## config.mk

```make
export PLATFORM = sky130hd
export DESIGN_NAME = pipelined_ripple_adder_flat
export DESIGN_NICKNAME = d
export VERILOG_FILES = /design/src/rtl/pipelined_ripple_adder_if.sv /design/src/rtl/pipelined_ripple_adder.sv /design/src/flat_wrapper.sv
export SDC_FILE = /design/constraint.sdc
export NUM_CORES = 2
export LEC_CHECK = 0
export BUFFER_PORTS_ARGS = -buffer_cell sky130_fd_sc_hd__buf_2
export CAP_MARGIN = 20
export CORE_MARGIN = 2
export CORE_UTILIZATION = 63
export CTS_CLUSTER_DIAMETER = 150
export CTS_CLUSTER_SIZE = 28
export DETAILED_ROUTE_END_ITERATION = 8
export GPL_TIMING_DRIVEN = 1
export PLACE_DENSITY = 0.85
export SETUP_SLACK_MARGIN = 0.1
export SYNTH_ARGS = -nofsm -noshare
export SYNTH_HDL_FRONTEND = slang
export SYNTH_SLANG_ARGS = --single-unit
```

## constraint.sdc

```tcl
create_clock -name clk -period 5.4 [get_ports clk]
set_clock_uncertainty 0.2 [all_clocks]
set_input_delay 1.35 -clock clk [delete_from_list [all_inputs] [get_ports clk]]
set_output_delay 1.35 -clock clk [all_outputs]
set_load 0.05 [all_outputs]
```

## src/rtl/pipelined_ripple_adder_if.sv

```systemverilog
`default_nettype none
// pipelined_ripple_adder_if: operand/result bundle with valid/ready on both sides. Rev 1.0
// The ovf wire and its modport entries exist only when PRA_OVERFLOW_EN is defined.
interface pipelined_ripple_adder_if #(
  parameter int N = 128
);
  logic         in_valid;
  logic         in_ready;
  logic [N-1:0] a;
  logic [N-1:0] b;
  logic         c_in;
  logic         sub;
  logic         out_valid;
  logic         out_ready;
  logic [N-1:0] sum;
  logic         c_out;
`ifdef PRA_OVERFLOW_EN
  logic         ovf;

  modport master (
    output in_valid, a, b, c_in, sub, out_ready,
    input  in_ready, out_valid, sum, c_out, ovf
  );

  modport slave (
    input  in_valid, a, b, c_in, sub, out_ready,
    output in_ready, out_valid, sum, c_out, ovf
  );
`else
  modport master (
    output in_valid, a, b, c_in, sub, out_ready,
    input  in_ready, out_valid, sum, c_out
  );

  modport slave (
    input  in_valid, a, b, c_in, sub, out_ready,
    output in_ready, out_valid, sum, c_out
  );
`endif
endinterface
`default_nettype wire

```

## src/rtl/pipelined_ripple_adder.sv

```systemverilog
`default_nettype none
// pipelined_ripple_adder: N-bit add/sub, carry chain cut into STAGES registered slices. Rev 1.0
// Optional macro PRA_OVERFLOW_EN adds the registered signed-overflow output ovf.
module pipelined_ripple_adder #(
  parameter int N      = 128,
  parameter int STAGES = 4
) (
  input  wire                      clk,
  input  wire                      rst_n,
  pipelined_ripple_adder_if.slave  bus
);

  localparam int W = N / STAGES;

  logic         w_adv;
  logic [N-1:0] w_b_eff;

  // The whole pipe moves as one; a stalled output freezes every stage.
  assign w_adv        = !g_stage[STAGES-1].r_vld || bus.out_ready;
  assign w_b_eff      = bus.sub ? ~bus.b : bus.b;
  assign bus.in_ready = w_adv;

  for (genvar k = 0; k < STAGES; k++) begin : g_stage
    logic                 w_vld_in;
    logic                 w_cy_in;
    logic [W-1:0]         w_a;
    logic [W-1:0]         w_b;
    logic [W:0]           w_add;
    logic [(k+1)*W-1:0]   w_sum_nxt;
    logic                 r_vld;
    logic                 r_cy;
    logic [(k+1)*W-1:0]   r_sum;

    if (k == 0) begin : g_head
      assign w_vld_in  = bus.in_valid;
      assign w_cy_in   = bus.sub | bus.c_in;
      assign w_a       = bus.a[W-1:0];
      assign w_b       = w_b_eff[W-1:0];
      assign w_sum_nxt = w_add[W-1:0];
    end else begin : g_body
      assign w_vld_in  = g_stage[k-1].r_vld;
      assign w_cy_in   = g_stage[k-1].r_cy;
      assign w_a       = g_stage[k-1].g_skew.r_a[W-1:0];
      assign w_b       = g_stage[k-1].g_skew.r_b[W-1:0];
      assign w_sum_nxt = {w_add[W-1:0], g_stage[k-1].r_sum};
    end

    assign w_add = {1'b0, w_a} + {1'b0, w_b} + {{W{1'b0}}, w_cy_in};

    // Data registers only load on a real op, so bubbles leave the last result visible.
    always_ff @(posedge clk or negedge rst_n) begin
      if (!rst_n) begin
        r_vld <= 1'b0;
        r_cy  <= 1'b0;
        r_sum <= '0;
      end else if (w_adv) begin
        r_vld <= w_vld_in;
        if (w_vld_in) begin
          r_cy  <= w_add[W];
          r_sum <= w_sum_nxt;
        end
      end
    end

    // Unconsumed upper operand slices, shifted down one slice per stage.
    if (k < STAGES-1) begin : g_skew
      localparam int RW = (STAGES-1-k) * W;
      logic [RW-1:0] w_a_nxt;
      logic [RW-1:0] w_b_nxt;
      logic [RW-1:0] r_a;
      logic [RW-1:0] r_b;

      if (k == 0) begin : g_src_in
        assign w_a_nxt = bus.a[N-1:W];
        assign w_b_nxt = w_b_eff[N-1:W];
      end else begin : g_src_prev
        assign w_a_nxt = g_stage[k-1].g_skew.r_a[RW+W-1:W];
        assign w_b_nxt = g_stage[k-1].g_skew.r_b[RW+W-1:W];
      end

      always_ff @(posedge clk or negedge rst_n) begin
        if (!rst_n) begin
          r_a <= '0;
          r_b <= '0;
        end else if (w_adv && w_vld_in) begin
          r_a <= w_a_nxt;
          r_b <= w_b_nxt;
        end
      end
    end

`ifdef PRA_OVERFLOW_EN
    // Carry into the MSB is recovered from the MSB operand and sum bits.
    if (k == STAGES-1) begin : g_ovf
      logic r_ovf;

      always_ff @(posedge clk or negedge rst_n) begin
        if (!rst_n) begin
          r_ovf <= 1'b0;
        end else if (w_adv && w_vld_in) begin
          r_ovf <= w_add[W] ^ (w_a[W-1] ^ w_b[W-1] ^ w_add[W-1]);
        end
      end
    end
`endif
  end

  assign bus.out_valid = g_stage[STAGES-1].r_vld;
  assign bus.sum       = g_stage[STAGES-1].r_sum;
  assign bus.c_out     = g_stage[STAGES-1].r_cy;
`ifdef PRA_OVERFLOW_EN
  assign bus.ovf       = g_stage[STAGES-1].g_ovf.r_ovf;
`endif

endmodule
`default_nettype wire
```

## src/flat_wrapper.sv

```systemverilog
// flat-port wrapper written by rule: the top's interface ports become plain ports
module pipelined_ripple_adder_flat 
#(
  parameter int N      = 128,
  parameter int STAGES = 4
)
  (clk, rst_n, bus_in_valid, bus_a, bus_b, bus_c_in, bus_sub, bus_out_ready, bus_in_ready, bus_out_valid, bus_sum, bus_c_out);
  pipelined_ripple_adder_if #(.N(N)) bus_i ();
  input  wire clk;
  input  wire rst_n;
  input wire logic [$bits(bus_i.in_valid)-1:0] bus_in_valid;
  input wire logic [$bits(bus_i.a)-1:0] bus_a;
  input wire logic [$bits(bus_i.b)-1:0] bus_b;
  input wire logic [$bits(bus_i.c_in)-1:0] bus_c_in;
  input wire logic [$bits(bus_i.sub)-1:0] bus_sub;
  input wire logic [$bits(bus_i.out_ready)-1:0] bus_out_ready;
  output wire logic [$bits(bus_i.in_ready)-1:0] bus_in_ready;
  output wire logic [$bits(bus_i.out_valid)-1:0] bus_out_valid;
  output wire logic [$bits(bus_i.sum)-1:0] bus_sum;
  output wire logic [$bits(bus_i.c_out)-1:0] bus_c_out;
  assign bus_i.in_valid = bus_in_valid;
  assign bus_i.a = bus_a;
  assign bus_i.b = bus_b;
  assign bus_i.c_in = bus_c_in;
  assign bus_i.sub = bus_sub;
  assign bus_i.out_ready = bus_out_ready;
  assign bus_in_ready = bus_i.in_ready;
  assign bus_out_valid = bus_i.out_valid;
  assign bus_sum = bus_i.sum;
  assign bus_c_out = bus_i.c_out;
  pipelined_ripple_adder #(.N(N), .STAGES(STAGES)) u_core (.clk(clk), .rst_n(rst_n), .bus(bus_i));
endmodule
```

==> impl_metrics.yaml <==
synth:
  synth-warning-count: 0
  synth_fp_nets: 4273
  yosysUniqueCellTypes: 76
  syn_area_um2: 33830
  yosysSeqAreaShare: 0.5267
  synth_area_per_cell_um2: 8.720
  synth-edff-count: 0
  async_flop_share: 1.000
  ys.flop_type: "dfrtp_1"
  synth-seq-cells: 712
  synthCells: 3879
power_and_ir_drop:
  peakVddDrop_mv: 0.3488
  p_leak_uw: 0.01975
  p_per_area_nw_per_um2: 568.5
run:
  cap_violations: 0
die:
  start_util: 0.6399
  io_pins: 393
  die_x_um: 235.7
  dieArea_um2: 55560
  die_y_um: 235.7
  num_rows: 84
  design.core.area_um2: 52870
status:
  status: "complete, no violations"
worst_hold_path:
  min_path_cells: 2
  hold_path_end: "u_core.g_stage[1].r_sum[13]"
  hp-start: "u_core.g_stage[0].r_sum[13]"
  hp-class: "reg -> reg"
sta:
  fin_ws_ps: 1225
  setup_viol: 0
  rsz0062_at_grt: "no"
  max_freq_ghz: 0.2395
  finalHoldViolations: 0
  max_slew_margin: 0.3391
  slew_viol_final: 0
  timing.final.crit_share: 0.7732
  min_period_ps: 4175
  fin_tns_setup_ps: 0
  worstMarginPinSlew_ps: 991.3
clock_network:
  cts_buffer_depth: 3
  cts_tree: "built"
  cts_buffers: 29
  h-tree-depth: 1
  hold_buffers: 0
  post_cts_resized: 0
  post_cts_buffers: 0
  clk_latency_ps: 610
  path_clk_slew_ps: 100
  cts_sinks: 712
  cts_root_buf: "clkbuf_16"
drt:
  wl_mm: 79.76
  avgViaCountPerCell: 5.585
  drtPass1Iterations: 5
  vias: 26950
  drc: 0
  drt_iter0_markers: 2178
  wl_per_cell_um: 16.53
  antenna_left: 0
global_route:
  grt_antenna_before_repair: 6
  grt_pass1_wl_mm: 131.6
  grt_overflow_total: 0
  grt_usage: 0.2892
  grt_max_degree: 119
  grt_pass1_vias: 26060
finish:
  fillers: 4118
  nets: 4531
  multi_input_area_um2: 15110
  area_growth_pct: 9.861
  drive_gt1_frac: 0.1190
  seq_area_um2: 17820
critical_path:
  worst_setup_path_end_kind: "flop"
  worstPathMaxFanout: 29
  critPathKind: "in -> reg"
  start_kind: "input port"
  r2r_end: "u_core.bus.sum[118]"
  rr_worst_depth: 11
  reg2reg_slack_ps: 1590
  crit_required_ps: 5720
  r2r_start: "u_core.g_stage[2].g_skew.r_b[0]"
  worstPathArrival_ps: 4500
place:
  numPortBuffers: 392
  place.gp.congestion: 0.9197
  pre_cts_slack_ps: 736.9
  dpl.hpwl_mm: 56.52
==> through the flow <==
stage / instances / area (um2) / utilization / hold slack, ps / total power (uW)
after CTS: 4824 / 37160 / 0.7029 / 258.6 / 21120
after global routing: 4825 / 37160 / 0.7029 / 288.9 / 22680
after floorplan: 3879 / 33830 / - / 230.4 / 15790
after detailed placement: 4794 / 36420 / 0.6889 / 247.2 / 18560
final: 4825 / 37160 / 0.7029 / 257.0 / 21130
after global placement: 4794 / 36420 / 0.6889 / 241.4 / 18190
==> state kept, by name, summed over array words and instances, names as in the netlist <==
signal	flops
u_core.g_stage.r_cy	3
u_core.g_stage.r_vld	3
u_core.g_stage.g_skew.r_b	192
u_core.bus.sum	128
u_core.bus.out_valid	1
u_core.g_stage.r_sum	192
u_core.bus.c_out	1
u_core.g_stage.g_skew.r_a	192
==> where the power goes <==
part	internal, uW	switching (uW)	leakage, uW	total (uW)
clock network	973	1590	0.000365	2560
logic	3170	6600	0.0104	9780
registers	7450	1330	0.00895	8790
total	11600	9520	0.0198	21100
==> metal layers <==
metal / part of all wire / GRT usage / vias up / wire length (um)
li1: - / - / 13070 / -
met3: 0.058 / 0.04139 / 136 / 4621
met2: 0.46 / 0.4677 / 776 / 37040
met5: 0.00078 / 0 / - / 62
met1: 0.44 / 0.4097 / 12950 / 35480
met4: 0.032 / 0.08763 / 10 / 2561
==> critical path, cell delays in order <==
cell and delay [ps]:
buf_6 270, buf_4 310, xor2_1 100, ha_1 370
nand2_1 110, nor2_1 130, o211ai_1 100, o21ai_0 480
nor2_1 160, o31ai_1 610, a31oi_1 190, xor2_1 170
o21ai_0 130
==> placed cells by master (no fill, tap or decap), drive strengths merged, types with 4 or more instances in the layout <==
cell type | synthesis | final
o21bai | 20 | 20
nor3b | 7 | 7
nand4 | 26 | 26
o21a | 10 | 10
xor2 | 74 | 74
fa | 8 | 8
nor3 | 19 | 19
inv | 45 | 46
a21o | 69 | 69
nand3 | 31 | 31
and2 | 9 | 9
a211oi | 18 | 18
clkbuf | 184 | 29
and3 | 15 | 15
nand2 | 1752 | 1752
xnor2 | 152 | 152
a21oi | 122 | 122
o31ai | 14 | 14
buf | 19 | 430
mux2i | 4 | 4
nor2 | 62 | 62
nand3b | 4 | 4
a21boi | 6 | 6
ha | 124 | 124
o21ai | 266 | 266
a311oi | 5 | 5
o211ai | 10 | 10
a31o | 6 | 6
dfrtp | 712 | 712
nand2b | 7 | 7
nor2b | 11 | 11
or3 | 4 | 4
a31oi | 15 | 15
==> cells by family (layout without fill, tap and decap cells) <==
logic type	after synthesis	in the layout	synth area share
AO/OA/AOI/OAI	602	602	0.1089
XOR/XNOR	226	226	0.05852
adder cells (fa/ha/maj)	132	132	0.05060
buffers and inverters	248	505	0.02785
flip-flops	712	712	0.5267
multiplexers	4	4	0.001184
other	0	1	0
AND/OR/NAND/NOR	1955	1955	0.2262
==> final cells by class <==
cell class,count,area share
multi-input cells,2919,0.4065
well taps,688,0.02316
clock buffers,29,0.01953
repair buffers,430,0.06629
clock inverters,1,0.0004377
diodes,1,0.00006734
inverters,45,0.004545
flip-flops and latches,712,0.4794
==> worst max-delay path by stage <==
stage / start / endpoint / slack (ps) / cells after the start
2_1_floorplan: bus_sub / u_core.g_stage[0].r_sum[28] / 710 / 16
3_3_place_gp: bus_sub / u_core.g_stage[0].r_sum[30] / 750 / 14
3_5_place_dp: bus_sub / u_core.g_stage[0].r_sum[30] / 740 / 14
4_1_cts: bus_out_ready / bus_in_ready / 1250 / 3
5_1_grt: bus_sub / u_core.g_stage[0].r_sum[30] / 940 / 14
6_report: bus_sub / u_core.g_stage[0].r_sum[27] / 1220 / 13
==> synthesized netlist by cell type (all sizes together) (6+ instances only) <==
| cell | n | area, um2 |
|---|---|---|
| o21bai | 20 | 150.1 |
| o31ai | 14 | 115.1 |
| nor3 | 19 | 95.09 |
| a31oi | 15 | 93.84 |
| a211oi | 18 | 135.1 |
| and2 | 9 | 56.31 |
| xor2 | 74 | 648.1 |
| buf | 19 | 81.33 |
| nand3 | 31 | 155.2 |
| a21oi | 122 | 621.9 |
| nor3b | 7 | 52.55 |
| a21boi | 6 | 48.79 |
| nand4 | 26 | 162.7 |
| a21o | 69 | 525.5 |
| o21a | 10 | 75.07 |
| nor2 | 62 | 232.7 |
| nand2 | 1752 | 6576 |
| dfrtp | 712 | 17820 |
| a31o | 6 | 61.31 |
| inv | 45 | 168.9 |
| fa | 8 | 160.2 |
| nor2b | 11 | 68.82 |
| and3 | 15 | 93.84 |
| xnor2 | 152 | 1331 |
| clkbuf | 184 | 691.9 |
| nand2b | 7 | 43.79 |
| o21ai | 266 | 1343 |
| ha | 124 | 1551 |
| o211ai | 10 | 80.07 |
Power figures use the tool's default switching activity.
